--- config.mk ---
export PLATFORM = sky130hd
export DESIGN_NAME = cpu_loader
export DESIGN_NICKNAME = d
export VERILOG_FILES = /design/src/rtl/cpu_loader.sv
export SDC_FILE = /design/constraint.sdc
export NUM_CORES = 1
export LEC_CHECK = 0
export ABC_AREA = 0
export CORE_MARGIN = 2
export CORE_UTILIZATION = 35
export DETAILED_ROUTE_END_ITERATION = 10
export PLACE_DENSITY = 0.55
export SLEW_MARGIN = 20
export SYNTH_ARGS = -nofsm -noshare
export SYNTH_HDL_FRONTEND = slang
export SYNTH_SLANG_ARGS = --single-unit
--- constraint.sdc ---
create_clock -name clk -period 5.1 [get_ports clk]
set_clock_uncertainty 0.2 [all_clocks]
set_input_delay 1.53 -clock clk [delete_from_list [all_inputs] [get_ports clk]]
set_output_delay 1.53 -clock clk [all_outputs]
set_load 0.05 [all_outputs]
--- src/rtl/cpu_loader.sv ---
// Boot loader: holds the core in reset, writes a byte-streamed image into instruction memory, then releases the core.
// Optional trailing checksum byte enabled by defining CPU_LOADER_CHECKSUM_EN.
module cpu_loader #(
    parameter int width       = 16,
    parameter int iaddr_width = 10
) (
    input  logic                   clk,
    input  logic                   reset,
    input  logic [7:0]             rx_data,
    input  logic                   rx_valid,
    output logic                   rx_ready,
    input  logic                   start,
    output logic [iaddr_width-1:0] imem_addr,
    output logic [width-1:0]       imem_wdata,
    output logic                   imem_we,
    output logic                   cpu_reset,
    output logic                   done,
    output logic                   error
);

    typedef enum logic [2:0] {
        CNT_LO, CNT_HI, W_LO, W_HI, CSUM, LAST, RUN, ERR
    } state_t;

    state_t                 state, state_nxt;
    logic [15:0]            cnt;
    logic [15:0]            n_now;
    logic [7:0]             lo_byte;
    logic [iaddr_width:0]   widx;
    logic                   xfer;
    logic                   last_word;
`ifdef CPU_LOADER_CHECKSUM_EN
    logic [7:0]             csum;
    logic [7:0]             csum_nxt;
    assign csum_nxt = csum + rx_data;
`endif

    assign xfer      = rx_valid & rx_ready;
    assign n_now     = {rx_data, cnt[7:0]};
    // Index is one bit wider than the address so a full 2**iaddr_width image never wraps.
    assign last_word = (32'(widx) + 32'd1) == 32'(cnt);

    always_ff @(posedge clk or posedge reset) begin
        if (reset) state <= CNT_LO;
        else       state <= state_nxt;
    end

    always_comb begin
        state_nxt = state;
        rx_ready  = 1'b0;
        case (state)
            CNT_LO: begin
                rx_ready = 1'b1;
                if (rx_valid) state_nxt = CNT_HI;
            end
            CNT_HI: begin
                rx_ready = 1'b1;
                if (rx_valid) begin
                    if (32'(n_now) > (32'd1 << iaddr_width)) state_nxt = ERR;
`ifdef CPU_LOADER_CHECKSUM_EN
                    else if (n_now == 16'd0)                 state_nxt = CSUM;
`else
                    else if (n_now == 16'd0)                 state_nxt = LAST;
`endif
                    else                                     state_nxt = W_LO;
                end
            end
            W_LO: begin
                rx_ready = 1'b1;
                if (rx_valid) state_nxt = W_HI;
            end
            W_HI: begin
                rx_ready = 1'b1;
                if (rx_valid) begin
`ifdef CPU_LOADER_CHECKSUM_EN
                    state_nxt = last_word ? CSUM : W_LO;
`else
                    state_nxt = last_word ? LAST : W_LO;
`endif
                end
            end
`ifdef CPU_LOADER_CHECKSUM_EN
            CSUM: begin
                rx_ready = 1'b1;
                if (rx_valid) state_nxt = (csum_nxt == 8'h00) ? LAST : ERR;
            end
`endif
            // One idle cycle so the final write lands before the core leaves reset.
            LAST:    state_nxt = RUN;
            RUN:     if (start) state_nxt = CNT_LO;
            ERR:     if (start) state_nxt = CNT_LO;
            default: state_nxt = ERR;
        endcase
    end

    always_ff @(posedge clk or posedge reset) begin
        if (reset) begin
            cnt        <= '0;
            lo_byte    <= '0;
            widx       <= '0;
            imem_addr  <= '0;
            imem_wdata <= '0;
            imem_we    <= 1'b0;
            cpu_reset  <= 1'b1;
            done       <= 1'b0;
            error      <= 1'b0;
`ifdef CPU_LOADER_CHECKSUM_EN
            csum       <= '0;
`endif
        end else begin
            imem_we   <= 1'b0;
            cpu_reset <= (state_nxt != RUN);
            done      <= (state_nxt == RUN);
            error     <= (state_nxt == ERR);
            if (xfer) begin
                case (state)
                    CNT_LO: cnt[7:0]  <= rx_data;
                    CNT_HI: cnt[15:8] <= rx_data;
                    W_LO:   lo_byte   <= rx_data;
                    W_HI: begin
                        imem_we    <= 1'b1;
                        imem_wdata <= {rx_data, lo_byte};
                        imem_addr  <= widx[iaddr_width-1:0];
                        widx       <= widx + 1'b1;
                    end
                    default: ;
                endcase
`ifdef CPU_LOADER_CHECKSUM_EN
                csum <= csum_nxt;
`endif
            end
            if ((state == RUN || state == ERR) && start) begin
                widx <= '0;
`ifdef CPU_LOADER_CHECKSUM_EN
                csum <= '0;
`endif
            end
        end
    end

endmodule

==> results_dict.tcl, run 1 <==
set metrics [dict create \
    grt_setup_unrepaired "false" \
    wp_buf_inv 1 \
    finish.net_count 375 \
    cp_max_fo 5 \
    drt_first_iter_violations 118 \
    grt_pass1_wl_mm 12.03 \
    reg2reg_depth 7 \
    cts_root_buffer "sky130_fd_sc_hd__clkbuf_8" \
    floorplan.rows 34 \
    final-seq-area_mm2 0.001703 \
    post-cts-setup-buffers 0 \
    hold_class "reg2reg" \
    mostFrequentLayoutCells "93 x sky130_fd_sc_hd__nand2_1, 67 x sky130_fd_sc_hd__dfrtp_1, 42 x sky130_fd_sc_hd__clkdlybuf4s50_1, 24 x sky130_fd_sc_hd__mux2_2, 20 x sky130_fd_sc_hd__nor2_1" \
    final_min_period_over_clock_period 0.7315 \
    final_layout_size_suffix_gt1_frac 0.1335 \
    max-vdd-ir-drop_mv 0.3507 \
    num-fill-cells 856 \
    slew_viol_final 0 \
    startpoint_class_of_the_critical_path "input pin" \
    effective_utilization_at_floorplan 0.3610 \
    finalCriticalPeriod_ns 3.731 \
    r2r_setup_slack_ns 2.53 \
    worst_hold_path.num_cells 2 \
    ys_ff_latch 68 \
    critical_path.cell_chain "clkdlybuf4s50_1, or4_4, or4_4, a221oi_4, nand2_1, o211a_1" \
    cts-buffers-inserted 9 \
    critical_path.reg2reg.endpoint "state[1]" \
    drt-vias-per-instance 5.072 \
    critical-path-slowest-cell "sky130_fd_sc_hd__or4_4" \
    holdBufCountCts 0 \
    cells_resized_by_post_cts_repair 0 \
    timing.critical_path.required_ns 5.14 \
    multi_input_comb_area_mm2 0.001363 \
    synth-edff-count 0 \
    worstPathArrival_ns 3.77 \
    vias 2409 \
    first_pass_iters 5 \
    postSynthAreaPerCell_um2 9.776 \
    finalHoldViolCount 0 \
    holdPathEnd "imem_addr[5]" \
    insertion_delay_ns 0.35 \
    areaGrowthSynthToFinish_pct 22.81 \
    power_per_cell_area_mw_per_mm2 609.2 \
    antenna_violations_before_repair 0 \
    crit_path_leading_delay_family "simple AND/OR/NAND/NOR gates" \
    timing_worst_slew_pin_value_ns 0.8837 \
    grt_use_total 0.1548 \
    cap_viol_max_count 0 \
    final_antenna_diode_count 0 \
    design.core.area_mm2 0.008721 \
    crit_top_cell "sky130_fd_sc_hd__or4_4" \
    tritoncts_num_sinks 68 \
    ys_dominant_reg_cell "sky130_fd_sc_hd__dfrtp_1" \
    die_height_um 98.84 \
    number_of_input_and_output_port_buffers_inserted 42 \
    post_synth_inst_count 322 \
    synth.yosys.seq_area_share 0.5409 \
    timing.final.ws_setup_ns 1.369 \
    endpoint_kind "flop" \
    tritoncts_clock_tree "yes" \
    clkSlewWorstSetupHoldPaths_ns 0.07 \
    synthesis.yosys.warnings 0 \
    die_area_mm2 0.009769 \
    max-clock-path-buffers 2 \
    status "finished, final reports clean" \
    worstHoldStart "imem_addr[5]" \
    drc_errors 0 \
    total_leakage_power_nw 1.693 \
    detailedPlacementHpwl_mm 4.675 \
    r2r-start "widx[0]" \
    drt.antenna.violating_nets 0 \
    syn_area_mm2 0.003148 \
    finalWirelength_mm 6.960 \
    fmax_mhz 268.0 \
    report.final.setup_viol 0 \
    layout_commonest_cell "sky130_fd_sc_hd__nand2_1" \
    critPathKind "in2reg" \
    ios 43 \
    grt_max_degree 69 \
    grt_overflow_total 0 \
    detailedPlace.worstSlack_ns 1.009 \
    nets_in_the_synthesized_netlist 335 \
    clock_tree.htree_level_count 3 \
    die_w_um 98.84 \
    first_global_vias 2352 \
    cpPeakStageDelay_ns 0.58 \
    post_drt_wl_per_cell_um 14.65 \
    timing.max_slew.rel_slack 0.4109 \
    synth_cell_types 42 \
    ys_async_sr_fraction 1.000 \
    totalNegativeSetupSlack_ns 0 \
    gpl.final_weighted_congestion 0.8408 \
]
==> area by class of cell <==
| cell class | instances | share of cell area |
|---|---|---|
| tap | 108 | 0.03495 |
| inverter | 6 | 0.005825 |
| clock buffer | 10 | 0.03301 |
| clock inverter | 6 | 0.01877 |
| multi-input combinational | 232 | 0.3524 |
| timing repair buffer | 45 | 0.1146 |
| sequential | 68 | 0.4405 |
==> tightest hold or removal path: stages, from the launching register on <==
cell,delay (ns)
sky130_fd_sc_hd__dfrtp_1,0.34
sky130_fd_sc_hd__nand2_1,0.05
sky130_fd_sc_hd__nand2_1,0.05
==> flip-flops by register name (all words and copies together), names as in the netlist <==
name and count:
cnt 16, imem_wdata 16, widx 11, imem_addr 10
lo_byte 8, state 3, cpu_reset 1, done 1
error 1, imem_we 1
==> Yosys cell counts, types with 4 or more instances <==
master                     instances  area share
sky130_fd_sc_hd__nand2_1          93        0.11
sky130_fd_sc_hd__xnor2_1          12       0.033
sky130_fd_sc_hd__o31ai_1           4      0.0095
sky130_fd_sc_hd__o21ai_0          18       0.029
sky130_fd_sc_hd__nor3_1            5      0.0079
sky130_fd_sc_hd__nand2b_1          4      0.0079
sky130_fd_sc_hd__nor2_1           20       0.024
sky130_fd_sc_hd__nand3_1           9       0.014
sky130_fd_sc_hd__inv_1             6      0.0072
sky130_fd_sc_hd__dfrtp_1          67        0.53
sky130_fd_sc_hd__mux2_2           24       0.086
sky130_fd_sc_hd__clkbuf_1         14       0.017
==> layer usage <==
layer  routed length, um  global-route usage
met5                   0                   0
met4                  37             0.03793
met3                 309             0.04610
met2                3261              0.2422
met1                3351              0.2121
==> power breakdown <==
group / total (mW) / switching [mW] / internal, mW
logic: 1.00 / 0.595 / 0.407
clock network: 0.450 / 0.219 / 0.231
registers: 0.904 / 0.165 / 0.739
total: 2.36 / 0.979 / 1.38
==> through the flow <==
| step | utilization | hold slack [ns] | power, mW | area [um^2] | std cells |
|---|---|---|---|---|---|
| after global placement | 0.4204 | 0.2500 | 1.911 | 3666 | 459 |
| after floorplan | - | 0.2348 | 1.624 | 3148 | 322 |
| after global routing | 0.4433 | 0.3167 | 2.515 | 3866 | 475 |
| after detailed placement | 0.4204 | 0.2613 | 1.924 | 3666 | 459 |
| after CTS | 0.4433 | 0.2779 | 2.384 | 3866 | 475 |
| final | 0.4433 | 0.2738 | 2.355 | 3866 | 475 |
==> kinds of logic after synthesis <==
kind of cell | after synthesis | synth area share
AND/OR/NAND/NOR | 155 | 0.2198
buffers and inverters | 22 | 0.02623
adder cells (fa/ha/maj) | 1 | 0.003974
flip-flops | 68 | 0.5409
multiplexers | 25 | 0.08903
XOR/XNOR | 15 | 0.04173
AO/OA/AOI/OAI | 36 | 0.07831
==> worst max-delay path by stage <==
stage / from / end / cells after the start
floorplan: reset / cnt[0] / 1
global placement: rx_data[3] / state[1] / 6
detailed placement: rx_data[3] / state[1] / 6
CTS: rx_data[3] / state[1] / 6
global route: rx_data[3] / state[1] / 6
finish: rx_data[3] / state[1] / 6
Power figures use the tool's default switching activity.
==> run 2: changes to the inputs <==
==> constraint.sdc (replaced) <==
create_clock -name clk -period 3.8 [get_ports clk]
set_clock_uncertainty 0.2 [all_clocks]
set_input_delay 1.14 -clock clk [delete_from_list [all_inputs] [get_ports clk]]
set_output_delay 1.14 -clock clk [all_outputs]
set_load 0.05 [all_outputs]
==> run 2 against run 1 <==
- global-route usage grew 0.24 points
- clock-buffer cell count down 1
- register-to-register slack got worse by 1.3 ns
- power increased by 37%
- critical path depth unchanged
- clock power grew 44%
- cell count is 1.9% higher
- non-clock buffer count is 9 higher
- utilization grew 1.1 points
- worst hold slack worse by 0.0058 ns
- critical endpoint unchanged
==> results_dict.tcl, run 2 (synthesized netlist as in run 1, its figures left out) <==
set metrics [dict create \
    internal-power_mw 1.921 \
    design.core.area_mm2 0.008721 \
    totalNegativeSetupSlack_ns 0 \
    grt_setup_unrepaired "false" \
    detailedPlacementHpwl_mm 5.272 \
    antenna_violations_before_repair 0 \
    grt_pass1_wl_mm 12.19 \
    biggestRegsByFlops "cnt: 16 flops, imem_wdata: 16 flops, widx: 11 flops" \
    timing.critical_path.required_ns 3.82 \
    cpPeakStageDelay_ns 0.55 \
    endpoint_kind "flop" \
    insertion_delay_ns 0.33 \
    post_drt_wl_per_cell_um 15.04 \
    clkSlewWorstSetupHoldPaths_ns 0.07 \
    report.final.setup_viol 0 \
    critical-path-slowest-cell "sky130_fd_sc_hd__or4_4" \
    power.combinational.fraction 0.423 \
    total_leakage_power_nw 1.752 \
    timing.max_slew.rel_slack 0.5141 \
    max-vdd-ir-drop_mv 0.3886 \
    first_pass_iters 6 \
    layout_commonest_cell "sky130_fd_sc_hd__nand2_1" \
    finish.net_count 384 \
    areaGrowthSynthToFinish_pct 25.83 \
    reg2reg_depth 7 \
    share_clk_of_total_power 0.200 \
    holdBufCountCts 0 \
    tritoncts_clock_tree "yes" \
    die_w_um 98.84 \
    drt.antenna.violating_nets 0 \
    die_area_mm2 0.009769 \
    post-cts-setup-buffers 0 \
    holdPathEnd "imem_wdata[1]" \
    finalWirelength_mm 7.280 \
    cp_max_fo 5 \
    die_height_um 98.84 \
    ios 43 \
    effective_utilization_at_floorplan 0.3610 \
    critical_path.cell_chain "clkdlybuf4s50_1, or4_4, or4_4, a221oi_4, nand2_1, o211a_1" \
    r2r-start "widx[0]" \
    status "finished, final reports clean" \
    cells_resized_by_post_cts_repair 0 \
    critical_path.reg2reg.endpoint "state[1]" \
    power_per_cell_area_mw_per_mm2 817.0 \
    first_global_vias 2390 \
    critPathKind "in2reg" \
    tritoncts_num_sinks 68 \
    finalHoldViolCount 0 \
    cap_viol_max_count 0 \
    drc_errors 0 \
    final_min_period_over_clock_period 0.8643 \
    total_power_mw 3.236 \
    drt-vias-per-instance 4.967 \
    power_switching_mw 1.315 \
    fin_cells 484 \
    sw_frac_of_total 0.4063 \
    max-clock-path-buffers 2 \
    slew_viol_final 0 \
    cts-buffers-inserted 9 \
    cts_root_buffer "sky130_fd_sc_hd__clkbuf_8" \
    clock_tree.htree_level_count 3 \
    worst_hold_path.num_cells 2 \
    crit_top_cell "sky130_fd_sc_hd__or4_4" \
    hold_class "reg2reg" \
    vias 2404 \
    finalCriticalPeriod_ns 3.284 \
    mostFrequentLayoutCells "93 x sky130_fd_sc_hd__nand2_1, 67 x sky130_fd_sc_hd__dfrtp_1, 42 x sky130_fd_sc_hd__clkdlybuf4s50_1, 24 x sky130_fd_sc_hd__mux2_2, 20 x sky130_fd_sc_hd__nor2_1" \
    grt_overflow_total 0 \
    final_layout_size_suffix_gt1_frac 0.1569 \
    whs_ns 0.2680 \
    number_of_input_and_output_port_buffers_inserted 42 \
    final_design_area_no_fill_mm2 0.003961 \
    fmax_mhz 304.5 \
    timing_worst_slew_pin_value_ns 0.7250 \
    grt_use_total 0.1571 \
    detailed_place.area_mm2 0.003746 \
    final_antenna_diode_count 0 \
    worstHoldStart "lo_byte[1]" \
    r2r_setup_slack_ns 1.20 \
    sequentialPowerShare 0.377 \
    grt_max_degree 34 \
    gpl.final_weighted_congestion 0.8207 \
    startpoint_class_of_the_critical_path "input pin" \
    placed_cells_incl_taps 468 \
    floorplan.rows 34 \
    worstPathArrival_ns 3.31 \
    drt_first_iter_violations 72 \
]
==> run 2: changes by cell type in the layout (fill, tap and decap cells not counted), sizes merged <==
cell    before  now
buf          3   12
clkinv       2    4
inv          8    6
clkbuf      10    9
bufinv       1    2
==> run 2: power groups by stage <==
stage	clock network, mW	logic (mW)	registers (mW)
floorplan	0	0.673	1.51
global placement	0	1.37	1.23
detailed placement	0	1.38	1.23
CTS	0.666	1.38	1.22
global route	0.699	1.48	1.26
finish	0.647	1.37	1.22
==> run 2: metal layers <==
metal	up-vias	track usage	share of wire
li1	1181	-	-
met1	1164	0.2209	0.49
met2	52	0.2438	0.47
met3	7	0.03262	0.035
met4	0	0.05058	0.0059
met5	-	0	0
==> run 2: critical path: cells and delay by family <==
family	cells	cell delay, ns
AOI/OAI and AO/OA	2	0.51
and+or+nand+nor	3	1.18
buffers and inverters	1	0.48
==> run 2: metrics by stage <==
| stage | utilization | worst slack (ns) |
|---|---|---|
| floorplan | - | 0.7501 |
| global placement | 0.4296 | 0.2240 |
| detailed placement | 0.4296 | 0.1850 |
| CTS | 0.4542 | 0.5488 |
| global route | 0.4542 | 0.4513 |
| finish | 0.4542 | 0.5156 |
==> run 2: layout make-up <==
type	count	area [um^2]
fill	836	4760
sequential	68	1703
multi-input combinational	232	1363
timing repair buffer	54	523.0
tap	108	135.1
clock buffer	9	123.9
clock inverter	7	91.34
inverter	6	22.52
==> run 2: worst max path at each step <==
stage               start  endpoint
3_3_place_gp   rx_data[4]  state[1]
3_5_place_dp   rx_data[4]  state[1]
4_1_cts        rx_data[4]  state[1]
2_1_floorplan       reset    cnt[0]
5_1_grt        rx_data[4]  state[1]
6_report       rx_data[4]  state[1]
